### src/rtl/spi_mem_load_ctrl.sv
// SPI program loader: assembles SPI bytes into address/data words, issues memory
// writes and read-backs, and hands the shared memory port to the core on core_select.
module spi_mem_load_ctrl #(
  parameter int ADDR_WIDTH = 32,
  parameter int DATA_WIDTH = 32,
  parameter int CNT_WIDTH  = 16
) (
  input  logic                  clk,
  input  logic                  rst_n,
  input  logic                  core_select,
  input  logic                  rx_valid,
  input  logic [7:0]            rx_byte,
  output logic [7:0]            tx_byte,
  output logic [ADDR_WIDTH-1:0] mem_addr,
  output logic [DATA_WIDTH-1:0] mem_wdata,
  output logic                  mem_we,
  output logic                  mem_re,
  input  logic [DATA_WIDTH-1:0] mem_rdata,
  input  logic [ADDR_WIDTH-1:0] core_addr,
  input  logic [DATA_WIDTH-1:0] core_wdata,
  input  logic                  core_we,
  input  logic                  core_re,
  output logic [DATA_WIDTH-1:0] core_rdata,
  output logic                  core_rst_n,
  output logic                  load_busy,
  output logic [CNT_WIDTH-1:0]  write_count
);

  localparam logic [2:0] ST_ADDR    = 3'd0;
  localparam logic [2:0] ST_DATA    = 3'd1;
  localparam logic [2:0] ST_WRITE   = 3'd2;
  localparam logic [2:0] ST_RD_REQ  = 3'd3;
  localparam logic [2:0] ST_RD_WAIT = 3'd4;
  localparam logic [2:0] ST_RD_TX   = 3'd5;

  logic                  sel_q, core_rst_n_q;
  logic [2:0]            state_q, state_d;
  logic [1:0]            byte_cnt_q, byte_cnt_d;
  logic [DATA_WIDTH-1:0] word_q, word_d, word_next;
  logic [ADDR_WIDTH-1:0] addr_q, addr_d;
  logic [DATA_WIDTH-1:0] data_q, data_d;
  logic [DATA_WIDTH-1:0] rd_buf_q, rd_buf_d;
  logic [7:0]            tx_byte_q, tx_byte_d;
  logic [CNT_WIDTH-1:0]  write_count_q, write_count_d;

  // Bytes arrive LSB first, so each new byte enters at the top and slides down.
  assign word_next = {rx_byte, word_q[DATA_WIDTH-1:8]};

  always_comb begin
    // NOTE: every _d gets its hold value first so no path through the case infers a latch.
    state_d       = state_q;
    byte_cnt_d    = byte_cnt_q;
    word_d        = word_q;
    addr_d        = addr_q;
    data_d        = data_q;
    rd_buf_d      = rd_buf_q;
    tx_byte_d     = tx_byte_q;
    write_count_d = write_count_q;

    if (sel_q) begin
      state_d    = ST_ADDR;
      byte_cnt_d = 2'd0;
      tx_byte_d  = 8'd0;
    end else begin
      case (state_q)
        ST_ADDR, ST_DATA: begin
          if (rx_valid) begin
            word_d     = word_next;
            byte_cnt_d = byte_cnt_q + 2'd1;
            if (byte_cnt_q == 2'd3) begin
              if (state_q == ST_ADDR) begin
                addr_d  = ADDR_WIDTH'(word_next >> 1);
                state_d = word_next[0] ? ST_DATA : ST_RD_REQ;
              end else begin
                data_d  = word_next;
                state_d = ST_WRITE;
              end
            end
          end
        end
        ST_WRITE: begin
          state_d = ST_ADDR;
          if (write_count_q != {CNT_WIDTH{1'b1}}) write_count_d = write_count_q + 1'b1;
        end
        ST_RD_REQ: state_d = ST_RD_WAIT;
        ST_RD_WAIT: begin
          rd_buf_d  = mem_rdata;
          tx_byte_d = mem_rdata[7:0];
          state_d   = ST_RD_TX;
        end
        ST_RD_TX: begin
          // Incoming bytes are dummies; each one only clocks out the next read byte.
          if (rx_valid) begin
            byte_cnt_d = byte_cnt_q + 2'd1;
            rd_buf_d   = rd_buf_q >> 8;
            if (byte_cnt_q == 2'd3) begin
              tx_byte_d = 8'd0;
              state_d   = ST_ADDR;
            end else begin
              tx_byte_d = rd_buf_q[15:8];
            end
          end
        end
        default: state_d = ST_ADDR;
      endcase
    end
  end

  always_ff @(posedge clk or negedge rst_n) begin
    if (!rst_n) begin
      sel_q         <= 1'b0;
      core_rst_n_q  <= 1'b0;
      state_q       <= ST_ADDR;
      byte_cnt_q    <= 2'd0;
      word_q        <= '0;
      addr_q        <= '0;
      data_q        <= '0;
      rd_buf_q      <= '0;
      tx_byte_q     <= 8'd0;
      write_count_q <= '0;
    end else begin
      // NOTE: non-blocking assignments so every flop samples pre-edge values.
      sel_q         <= core_select;
      core_rst_n_q  <= sel_q;
      state_q       <= state_d;
      byte_cnt_q    <= byte_cnt_d;
      word_q        <= word_d;
      addr_q        <= addr_d;
      data_q        <= data_d;
      rd_buf_q      <= rd_buf_d;
      tx_byte_q     <= tx_byte_d;
      write_count_q <= write_count_d;
    end
  end

  assign mem_addr    = sel_q ? core_addr  : addr_q;
  assign mem_wdata   = sel_q ? core_wdata : data_q;
  assign mem_we      = sel_q ? core_we    : (state_q == ST_WRITE);
  assign mem_re      = sel_q ? core_re    : (state_q == ST_RD_REQ);
  assign core_rdata  = sel_q ? mem_rdata  : '0;
  assign core_rst_n  = core_rst_n_q;
  assign tx_byte     = tx_byte_q;
  assign load_busy   = (byte_cnt_q != 2'd0) || (state_q != ST_ADDR);
  assign write_count = write_count_q;

endmodule

### config.mk
export PLATFORM = sky130hd
export DESIGN_NAME = spi_mem_load_ctrl
export DESIGN_NICKNAME = d
export VERILOG_FILES = /design/src/rtl/spi_mem_load_ctrl.sv
export SDC_FILE = /design/constraint.sdc
export NUM_CORES = 1
export LEC_CHECK = 0
export ABC_AREA = 1
export BUFFER_PORTS_ARGS = -buffer_cell sky130_fd_sc_hd__buf_2
export CAP_MARGIN = 10
export CORE_MARGIN = 2
export CORE_UTILIZATION = 46
export DETAILED_ROUTE_END_ITERATION = 16
export GPL_ROUTABILITY_DRIVEN = 0
export PLACE_DENSITY = 0.8
export RECOVER_POWER = 50
export SYNTH_ARGS = -nofsm -noshare
export SYNTH_HDL_FRONTEND = slang
export SYNTH_SLANG_ARGS = --single-unit
export TNS_END_PERCENT = 50
### constraint.sdc
create_clock -name clk -period 1.4 [get_ports clk]
set_input_delay 0.07 -clock clk [delete_from_list [all_inputs] [get_ports clk]]
set_output_delay 0.07 -clock clk [all_outputs]
set_load 0.01 [all_outputs]
==> impl_metrics.toml <==
[global_route]
grt_max_degree = 54
track_usage_pct = 24.6
grt_overflow_total = 0
grt_antenna_before_repair = 0
number_of_global_route_vias_before_repair = 6972
wire_length_of_the_first_global_routing_pass_mm = 32.4

[clocking]
tritoncts = "built"
tritoncts.num_buffers = 17
clkLatencyLatePin_ns = 0.44
h-tree-depth = 4
clk_pin_slew_ns = 0.06
clkSinkCount = 142
clock-root-buffer = "sky130_fd_sc_hd__clkbuf_16"
clock_tree.buffer_depth = 2

[routing]
detail_route.vias_per_cell = 5.16
number_of_design_rule_violations_left_after_detail_routing = 0
vias = 7646
drt-pass1-iter-count = 5
route.antenna.remaining_nets = 0
detail_route.iter0.violations = 464
detail_route.wirelength_mm = 23.5
wl_per_cell_um = 15.8

[pwr]
power.density_cell_area_mw_per_mm2 = 1230
total_power_mw = 13.4
static-leakage-power_nw = 6.03
peakVddDrop_mv = 0.978

[critical_path]
cp-end-kind = "output pin"
worst-endpoint-required_ns = 1.33
ff2ff_path_depth = 7
setup.worst_path.class = "flop to output pin"
worstPathMaxFanout = 5
worst_ep_arrival_time_ns = 1.63
critical_path.startpoint = "sel_q$_DFF_PN0_"
r2r-start = "sel_q$_DFF_PN0_"
critical_path.startpoint_type = "flop"

[floorplan]
num_rows = 45
dieArea_mm2 = 0.0165
initial_core_util_pct = 47.1
die-width_um = 128
ioPinCount = 234
core_footprint_mm2 = 0.0151
die_height_um = 128

[sta]
max-slew-margin-rel_pct = 27.7
maxSlewViolCount = 0
worstMarginPinSlew_ns = 1.08
layout_worst_path_cycle_share_pct = 122
fin_crit_ns = 1.70
timing.final.ws_setup_ns = -0.303
clock.fmax_ghz = 0.587
hold_viol = 0
fin_skew_ns = 0.0103
setup_viol = 200
totalNegativeSetupSlack_ns = -36.27
grt_setup_unrepaired = "true"

[yosys]
synth_seq_area_share_pct = 49.9
synth_top_cell_by_area = "sky130_fd_sc_hd__dfrtp_1"
synth_commonest_cells = "sky130_fd_sc_hd__nand2_1, sky130_fd_sc_hd__dfrtp_1, sky130_fd_sc_hd__o21ai_0"
most_area_consuming_cells_after_synthesis = "sky130_fd_sc_hd__dfrtp_1, sky130_fd_sc_hd__nand2_1, sky130_fd_sc_hd__o21ai_0, sky130_fd_sc_hd__inv_1, sky130_fd_sc_hd__nand3_1"
synth.distinct_cells = 27
synth-async-reset-ratio_pct = 100
syn_area_per_cell_um2 = 7.38
mapped_nets = 1079
postSynth.topFlopCell = "sky130_fd_sc_hd__dfrtp_1"
post_synth_top_area_share_pct = 49.9
syn_inst = 966
library_cell_with_the_highest_instance_count_after_synthesis = "sky130_fd_sc_hd__nand2_1"
mappedNetlistArea_mm2 = 0.00713
ys_warn_count = 0
postSynthRegisterBits = 142
synth_enable_flop_cells = 0

[hold_path]
min_path_type = "input pin to flop"
hold_start = "mem_rdata[8]"
min_delay_path_depth = 5

[place]
dp_hpwl_mm = 13.3
post-place-cells = 1376
placed_cell_area_mm2 = 0.00872
port-buffer-count = 233

[job]
max-cap-violations = 0

[finish]
area_delta_synth_final_pct = 53.0
antennaDiodeCount = 0
postLayoutCellArea_mm2 = 0.0109
finish.cell_count_without_fillers = 1481
final_nets = 1394
layout-drive-gt1-share_pct = 36.6
finish.utilization_pct = 72.0

[outcome]
violated_checks = "negative setup slack"
status = "finished, violations left"
## power by group
| part | internal (mW) | switching (mW) |
|---|---|---|
| sequential | 4.97 | 0.692 |
| combinational | 1.41 | 1.73 |
| clock | 2.70 | 1.90 |
| total | 9.09 | 4.32 |
## what timing repair did
item,CTS,global route
setup endpoints to repair,114,219
buffers inserted,6,8
hold endpoints to repair,196,0
gates cloned,2,18
pin swaps,2,23
gates resized for setup,25,205
hold buffers,40,0
## registers in the layout, indices dropped and copies added (netlist names)
name         count
byte_cnt_q       2
data_q          32
write_count     16
core_rst_n       1
sel_q            1
tx_byte          8
state_q          3
rd_buf_q        24
word_q          24
addr_q          31
## routing by layer
layer / share of wire (%) / routed length, um / track usage [%]
met5: 0 / 0 / 0
met4: 2.6 / 619 / 9.05
met3: 5.5 / 1290 / 5.32
met2: 52 / 12100 / 42.9
met1: 40 / 9450 / 30.2
## logic make-up (layout without fill, tap and decap cells)
logic type / count (synthesis) / after routing / synth area share [%]
xor gates and xnor gates: 6 / 6 / 0.737
adders and majority gates: 3 / 3 / 0.527
DFF: 142 / 142 / 49.9
buffers and inverters: 153 / 480 / 9.06
and+or+nand+nor: 515 / 515 / 29.1
AOI/OAI and AO/OA: 147 / 147 / 10.7
## final timing paths
| path | endpoint | slack (ns) |
|---|---|---|
| min reg2reg | data_q[28]$_DFFE_PN0P_ | 0.49 |
| min in group asynchronous | data_q[25]$_DFFE_PN0P_ | 0.37 |
| max | mem_addr[10] | -0.30 |
| max in group asynchronous | addr_q[21]$_DFFE_PN0P_ | 0.16 |
| max reg2reg | data_q[4]$_DFFE_PN0P_ | -0.27 |
| min | rd_buf_q[8]$_DFFE_PN0P_ | 0.03 |
## layout by cell type (no fill, tap or decap), types with 12 or more instances in the layout
cell	n
sky130_fd_sc_hd__nand2_1	342
sky130_fd_sc_hd__buf_2	216
sky130_fd_sc_hd__dfrtp_1	135
sky130_fd_sc_hd__inv_1	98
sky130_fd_sc_hd__o21ai_0	75
sky130_fd_sc_hd__nand2_2	66
sky130_fd_sc_hd__o21ai_1	44
sky130_fd_sc_hd__dlygate4sd3_1	40
sky130_fd_sc_hd__nand3_1	35
sky130_fd_sc_hd__clkbuf_16	29
sky130_fd_sc_hd__buf_6	29
sky130_fd_sc_hd__nand2_4	27
sky130_fd_sc_hd__buf_4	24
sky130_fd_sc_hd__nor2_1	21
sky130_fd_sc_hd__o21ai_2	16
sky130_fd_sc_hd__buf_12	12
## area by class of cell
class	count	area [um2]
clock buffers	18	439
clock inverters	13	155
fillers	1062	4250
inverters	104	413
multi-input cells	671	3390
flip-flops and latches	142	3560
well taps	188	235
repair buffers	345	2710
## metrics by stage
stage / worst slack, ns / hold WS (ns)
final: -0.303 / 0.0308
after global routing: -0.339 / 0.0210
after CTS: -0.266 / 0.00764
after detailed placement: -0.0354 / 0.0169
after global placement: 0.0357 / 0.0134
after floorplan: 0.00275 / -0.226
## worst max-delay path, cell delays in order, from the launching register on
cell                        delay, ns
sky130_fd_sc_hd__dfrtp_4         0.54
sky130_fd_sc_hd__clkinv_8        0.10
sky130_fd_sc_hd__buf_12          0.14
sky130_fd_sc_hd__clkbuf_16       0.16
sky130_fd_sc_hd__nand2_2         0.05
sky130_fd_sc_hd__nand2_1         0.08
sky130_fd_sc_hd__buf_2           0.14
(Power assumes the default switching activity.)
